[config.mk]
export PLATFORM = sky130hd
export DESIGN_NAME = task_scheduler_param
export DESIGN_NICKNAME = d
export VERILOG_FILES = /design/src/rtl/task_scheduler_param.sv
export SDC_FILE = /design/constraint.sdc
export NUM_CORES = 1
export LEC_CHECK = 0
export ABC_AREA = 1
export CAP_MARGIN = 20
export CORE_MARGIN = 2
export CORE_UTILIZATION = 35
export CTS_BUF_LIST = sky130_fd_sc_hd__clkbuf_8
export DETAILED_ROUTE_END_ITERATION = 16
export PLACE_DENSITY = 0.55
export REMOVE_ABC_BUFFERS = 1
export SLEW_MARGIN = 30
export SYNTH_ARGS = -nofsm -noshare
export SYNTH_HDL_FRONTEND = slang
export SYNTH_SLANG_ARGS = --single-unit
[constraint.sdc]
create_clock -name clk -period 11.3 [get_ports clk]
set_input_delay 2.825 -clock clk [delete_from_list [all_inputs] [get_ports clk]]
set_output_delay 2.825 -clock clk [all_outputs]
set_load 0.005 [all_outputs]
[src/rtl/task_scheduler_param.sv]
// SLOTS-entry task table serviced one task per cycle under a policy latched at start:
// first-come-first-served, shortest-remaining-first (preemptive) or round-robin.
module task_scheduler_param #(
  parameter int SLOTS   = 5,
  parameter int RT_W    = 4,
  parameter int ID_W    = 16,
  parameter int QUANTUM = 2
) (
  input  logic                       clk,
  input  logic                       rst,
  input  logic                       st,
  input  logic [1:0]                 mode,
  input  logic                       inputtask,
  input  logic [RT_W+ID_W-1:0]       task_in,
  output logic [ID_W-1:0]            task_out,
  output logic                       task_valid,
  output logic                       empty,
  output logic                       full,
  output logic                       drop,
  output logic [$clog2(SLOTS+1)-1:0] occupancy
);
  localparam int IDX_W = $clog2(SLOTS);
  localparam int OCC_W = $clog2(SLOTS + 1);
  localparam logic [7:0] QUANT = 8'(QUANTUM);
  localparam logic [1:0] MODE_SJF = 2'd1;
  localparam logic [1:0] MODE_RR  = 2'd2;

  typedef enum logic {IDLE = 1'b0, EXEC = 1'b1} state_t;

  state_t           state_q;
  logic [1:0]       mode_q;
  logic [RT_W-1:0]  rt_q   [SLOTS];
  logic [RT_W-1:0]  rt_d   [SLOTS];
  logic [ID_W-1:0]  id_q   [SLOTS];
  logic [ID_W-1:0]  id_d   [SLOTS];
  logic [IDX_W-1:0] rank_q [SLOTS];
  logic [IDX_W-1:0] rank_d [SLOTS];
  logic [IDX_W-1:0] rr_ptr_q, rr_ptr_d;
  logic [7:0]       quant_q, quant_d;
  logic             drop_q, drop_d;

  logic [SLOTS-1:0] occ_s;
  logic [OCC_W-1:0] occ_cnt_s;
  logic             exec_s, full_s;
  logic [RT_W-1:0]  in_rt_s;
  logic [ID_W-1:0]  in_id_s;

  logic             fc_hit_s, sj_hit_s, rr_hit_s, rr_keep_s, sel_vld_s;
  logic [IDX_W-1:0] fc_idx_s, sj_idx_s, rr_idx_s, sel_s;
  logic [IDX_W-1:0] fc_rank_s, sj_rank_s;
  logic [RT_W-1:0]  sj_rt_s;
  int               rr_start_s;

  logic             free_s, ins_ok_s, slot_hit_s;
  logic [IDX_W-1:0] slot_idx_s;

  assign exec_s  = (state_q == EXEC);
  assign in_rt_s = task_in[RT_W+ID_W-1:ID_W];
  assign in_id_s = task_in[ID_W-1:0];
  assign full_s  = &occ_s;

  // Occupancy view of the registered slot table
  always_comb begin
    occ_cnt_s = '0;
    for (int i = 0; i < SLOTS; i++) begin
      occ_s[i]  = (rt_q[i] != '0);
      occ_cnt_s = occ_cnt_s + OCC_W'(occ_s[i]);
    end
  end

  // Candidate per policy, then the one serviced this cycle
  always_comb begin
    fc_hit_s  = 1'b0;
    fc_idx_s  = '0;
    fc_rank_s = '0;
    sj_hit_s  = 1'b0;
    sj_idx_s  = '0;
    sj_rank_s = '0;
    sj_rt_s   = '0;
    for (int i = 0; i < SLOTS; i++) begin
      if (occ_s[i] && (!fc_hit_s || (rank_q[i] < fc_rank_s))) begin
        fc_hit_s  = 1'b1;
        fc_idx_s  = IDX_W'(i);
        fc_rank_s = rank_q[i];
      end else begin
        fc_hit_s  = fc_hit_s;
      end
      if (occ_s[i] && (!sj_hit_s || (rt_q[i] < sj_rt_s) ||
                       ((rt_q[i] == sj_rt_s) && (rank_q[i] < sj_rank_s)))) begin
        sj_hit_s  = 1'b1;
        sj_idx_s  = IDX_W'(i);
        sj_rank_s = rank_q[i];
        sj_rt_s   = rt_q[i];
      end else begin
        sj_hit_s  = sj_hit_s;
      end
    end

    // An expired slot searches from the next index so it is reconsidered last
    rr_keep_s  = occ_s[rr_ptr_q] && (quant_q < QUANT);
    rr_start_s = occ_s[rr_ptr_q] ? int'(rr_ptr_q) + 1 : int'(rr_ptr_q);
    rr_hit_s   = 1'b0;
    rr_idx_s   = rr_ptr_q;
    for (int i = SLOTS - 1; i >= 0; i--) begin
      if (occ_s[IDX_W'((rr_start_s + i) % SLOTS)]) begin
        rr_hit_s = 1'b1;
        rr_idx_s = IDX_W'((rr_start_s + i) % SLOTS);
      end else begin
        rr_hit_s = rr_hit_s;
      end
    end

    case (mode_q)
      MODE_SJF: begin
        sel_vld_s = exec_s && sj_hit_s;
        sel_s     = sj_idx_s;
      end
      MODE_RR: begin
        sel_vld_s = exec_s && rr_hit_s;
        sel_s     = rr_keep_s ? rr_ptr_q : rr_idx_s;
      end
      default: begin
        sel_vld_s = exec_s && fc_hit_s;
        sel_s     = fc_idx_s;
      end
    endcase
  end

  // Service, free, insert and round-robin bookkeeping for the next edge
  always_comb begin
    rt_d     = rt_q;
    id_d     = id_q;
    rank_d   = rank_q;
    rr_ptr_d = rr_ptr_q;
    quant_d  = 8'd0;

    slot_hit_s = 1'b0;
    slot_idx_s = '0;
    for (int i = SLOTS - 1; i >= 0; i--) begin
      if (!occ_s[i]) begin
        slot_hit_s = 1'b1;
        slot_idx_s = IDX_W'(i);
      end else begin
        slot_hit_s = slot_hit_s;
      end
    end

    free_s   = sel_vld_s && (rt_q[sel_s] == RT_W'(1));
    ins_ok_s = exec_s && inputtask && (in_rt_s != '0) && !full_s && slot_hit_s;
    drop_d   = exec_s && inputtask && (in_rt_s != '0) && full_s;

    if (sel_vld_s) begin
      rt_d[sel_s] = rt_q[sel_s] - RT_W'(1);
    end else begin
      rt_d[sel_s] = rt_q[sel_s];
    end

    // Closing the gap keeps ranks dense so a new arrival always ranks last
    if (free_s) begin
      for (int i = 0; i < SLOTS; i++) begin
        rank_d[i] = (occ_s[i] && (rank_q[i] > rank_q[sel_s])) ? rank_q[i] - IDX_W'(1) : rank_q[i];
      end
      rank_d[sel_s] = '0;
    end else begin
      rank_d = rank_q;
    end

    if (ins_ok_s) begin
      rt_d[slot_idx_s]   = in_rt_s;
      id_d[slot_idx_s]   = in_id_s;
      rank_d[slot_idx_s] = IDX_W'(occ_cnt_s - OCC_W'(free_s));
    end else begin
      id_d = id_q;
    end

    if (sel_vld_s && (mode_q == MODE_RR)) begin
      rr_ptr_d = sel_s;
      quant_d  = rr_keep_s ? quant_q + 8'd1 : 8'd1;
    end else begin
      rr_ptr_d = rr_ptr_q;
    end
  end

  // Controller FSM and slot table registers
  always_ff @(posedge clk or negedge rst) begin
    if (!rst) begin
      state_q  <= IDLE;
      mode_q   <= 2'd0;
      rr_ptr_q <= '0;
      quant_q  <= 8'd0;
      drop_q   <= 1'b0;
      for (int i = 0; i < SLOTS; i++) begin
        rt_q[i]   <= '0;
        id_q[i]   <= '0;
        rank_q[i] <= '0;
      end
    end else begin
      case (state_q)
        IDLE: begin
          if (st) begin
            state_q <= EXEC;
            mode_q  <= mode;
          end else begin
            state_q <= IDLE;
          end
        end
        EXEC:    state_q <= EXEC;
        default: state_q <= IDLE;
      endcase
      rt_q     <= rt_d;
      id_q     <= id_d;
      rank_q   <= rank_d;
      rr_ptr_q <= rr_ptr_d;
      quant_q  <= quant_d;
      drop_q   <= drop_d;
    end
  end

  assign task_out   = sel_vld_s ? id_q[sel_s] : '1;
  assign task_valid = sel_vld_s;
  assign empty      = ~|occ_s;
  assign full       = full_s;
  assign drop       = drop_q;
  assign occupancy  = occ_cnt_s;

endmodule

==> flow_summary.toml <==
[outcome]
status = "finished, final reports clean"

[synth]
synth.distinct_cells = 63
syn_avg_cell_area_um2 = 6.978
synthesis.area_mm2 = 0.01116
async_flop_share_pct = 100.0
synth.top_cell.area_share_pct = 29.15
yosysSeqAreaShare_pct = 29.15
synth_warnings = 0
yosysMostFrequentCell = "nand2_1"
synth_edf_count = 0
ys_seq_elements = 130
yosysTopAreaCell = "dfrtp_1"
synthTopCellsByCount = "nand2_1, inv_1, o21ai_0"
syn_inst = 1599
ys_dominant_reg_cell = "dfrtp_1"
synthTopCellsByArea = "dfrtp_1, nand2_1, ha_1"

[grt]
grt_first_pass_wirelength_um = 55000
antenna_found_initial = 0
use_met1_pct = 26.74
met3_usage_pct = 2.514
grt_util_met2_pct = 35.63
grtUsageTotal_pct = 20.83
grt_max_degree = 86
top_usage_layer = "met2"
first_global_vias = 10440
overflow = 0

[timing]
setup_viol = 0
finalCritPeriodShare_pct = 94.32
hold_viol = 0
slew_headroom_pct = 44.77
finalCriticalPeriod_ps = 10660
grt_setup_unrepaired = "false"
finalClockSkew_ps = 17.64
fmax_mhz = 93.82
final_max_slew_viol_count = 0
fin_setup_tns_ps = 0
worst_pin_slew_ps = 828.4

[worst_setup_path]
reg2reg_slack_ps = 2330
ff2ff_path_depth = 48
r2r-end = "rank_q[2]"
worstSetupEndpointType = "output pin"
required_ps = 8480
critPathLaunch = "rt_q[16]"
critPathKind = "reg -> out"
crit_arrival_ps = 7830
worstSetupStartpointType = "flip-flop"
cpMostUsedCell = "nand2_1"
cpMaxStageDelayCell = "clkdlybuf4s50_1"
slowest_delay_ps = 480
cp_max_fo = 22
timing.rr.start = "rt_q[16]"
critPathCapture = "task_out[3]"

[detailed_routing]
drt_pre_antenna_iters = 5
num_vias = 10710
postRouteAntennaNets = 0
via_per_inst = 5.176
wl_um = 33650
drt-initial-drc-count = 863
drc = 0
wl_per_cell_um = 16.27

[clock_network]
postCtsHoldBufs = 0
clockBufferDepth = 2
htree_levels = 4
clockRootBuffer = "clkbuf_8"
cts_sinks = 130
clock_latency_ps = 440
cts_setup_buffers = 0
clk_pin_slew_worst_paths_ps = 80
cts_tree = "done"
cts_buffers = 17

[placement]
dpl.hpwl_um = 24630
dpl_cell_area_mm2 = 0.01215
io_buffer_count = 48
gp_routability_congestion = 0.9099

[floorplan]
dieArea_mm2 = 0.03332
ios = 49
start_util_pct = 35.45
die_x_um = 182.6
die-height_um = 182.6
num_rows = 65
coreArea_mm2 = 0.03147

[finish]
diodes = 0
multi_input_area_mm2 = 0.007018
stdcell_area_mm2 = 0.01268
seq_area_mm2 = 0.003253
drive_gt1_share_pct = 10.44
syn_to_final_growth_pct = 13.67
nets = 1784
fillerInstances = 3282
post-route-util_pct = 40.30

[hold_path]
whs_path_depth = 1
min_path_type = "reg -> reg"

[flow_run]
cap_violations = 0
kinds of logic after synthesis:
family / share of synthesized area [%]
AND/OR/NAND/NOR: 31.41
AO/OA/AOI/OAI: 16.43
buffers and inverters: 9.284
flip-flops: 29.15
adder cells (fa/ha/maj): 11.80
XOR/XNOR: 1.861
other: 0.06730
layout by cell type, fill, tap and decap left out, drive strengths merged, types with 12 or more instances in the layout:
master / count
conb: 12
nand3: 142
nand4: 32
xor2: 13
nand2: 451
a21oi: 70
o211ai: 15
clkinv: 12
clkbuf: 17
o21ai: 173
dfrtp: 130
clkdlybuf4s50: 47
nor2: 114
a221oi: 14
ha: 102
buf: 19
inv: 225
how the worst min path moves through the flow:
stage                    start    endpoint  slack (ps)
floorplan           quant_q[0]  quant_q[0]         430
global placement    quant_q[0]  quant_q[0]         450
detailed placement  quant_q[0]  quant_q[0]         460
CTS                 quant_q[0]  quant_q[0]         470
global route        quant_q[0]  quant_q[0]         490
finish              quant_q[0]  quant_q[0]         460
layer usage:
layer  vias up  routed length (um)  part of all wire, %
met5         -                   0                    0
met4         0                1055                  3.1
met3        57                1337                  4.0
met2       259               15800                   47
met1      5006               15460                   46
li1       5383                   -                    -
timing repair:
| item | in CTS | in global routing |
|---|---|---|
| gates resized for setup | 7 | 20 |
| pin swaps | 0 | 2 |
| endpoints found under the setup margin | 16 | 16 |
state kept, by name, indices dropped and copies added, names as in the netlist:
register / cells
rt_q: 20
mode_q: 2
rank_q: 15
quant_q: 8
exec_s: 1
drop: 1
id_q: 80
rr_ptr_q: 3
critical path: cells and delay by family, from the launching register on:
family	cells	cell delay [ps]
AOI/OAI and AO/OA	11	2310
buffers and inverters	4	930
DFF	1	450
adders and majority gates	4	1260
and+or+nand+nor	22	2440
metrics by stage:
step	hold slack, ps	instances	setup slack, ps
6_report	463.6	2068	641.4
5_1_grt	487.3	2068	2.858
4_1_cts	468.4	2068	23.65
3_5_place_dp	456.9	2037	229.9
3_3_place_gp	450.8	2037	559.5
2_1_floorplan	426.8	1569	2031
cell type report:
cell class	count	share of cell area, %
multi-input cells	1212	55.33
flip-flops and latches	130	25.65
well taps	402	3.966
repair buffers	66	4.893
inverters	227	6.817
clock inverters	14	1.499
clock buffers	17	1.845
Power is not shown: default switching activity piles up to over one toggle a cycle in this logic, so the estimate is an artifact.
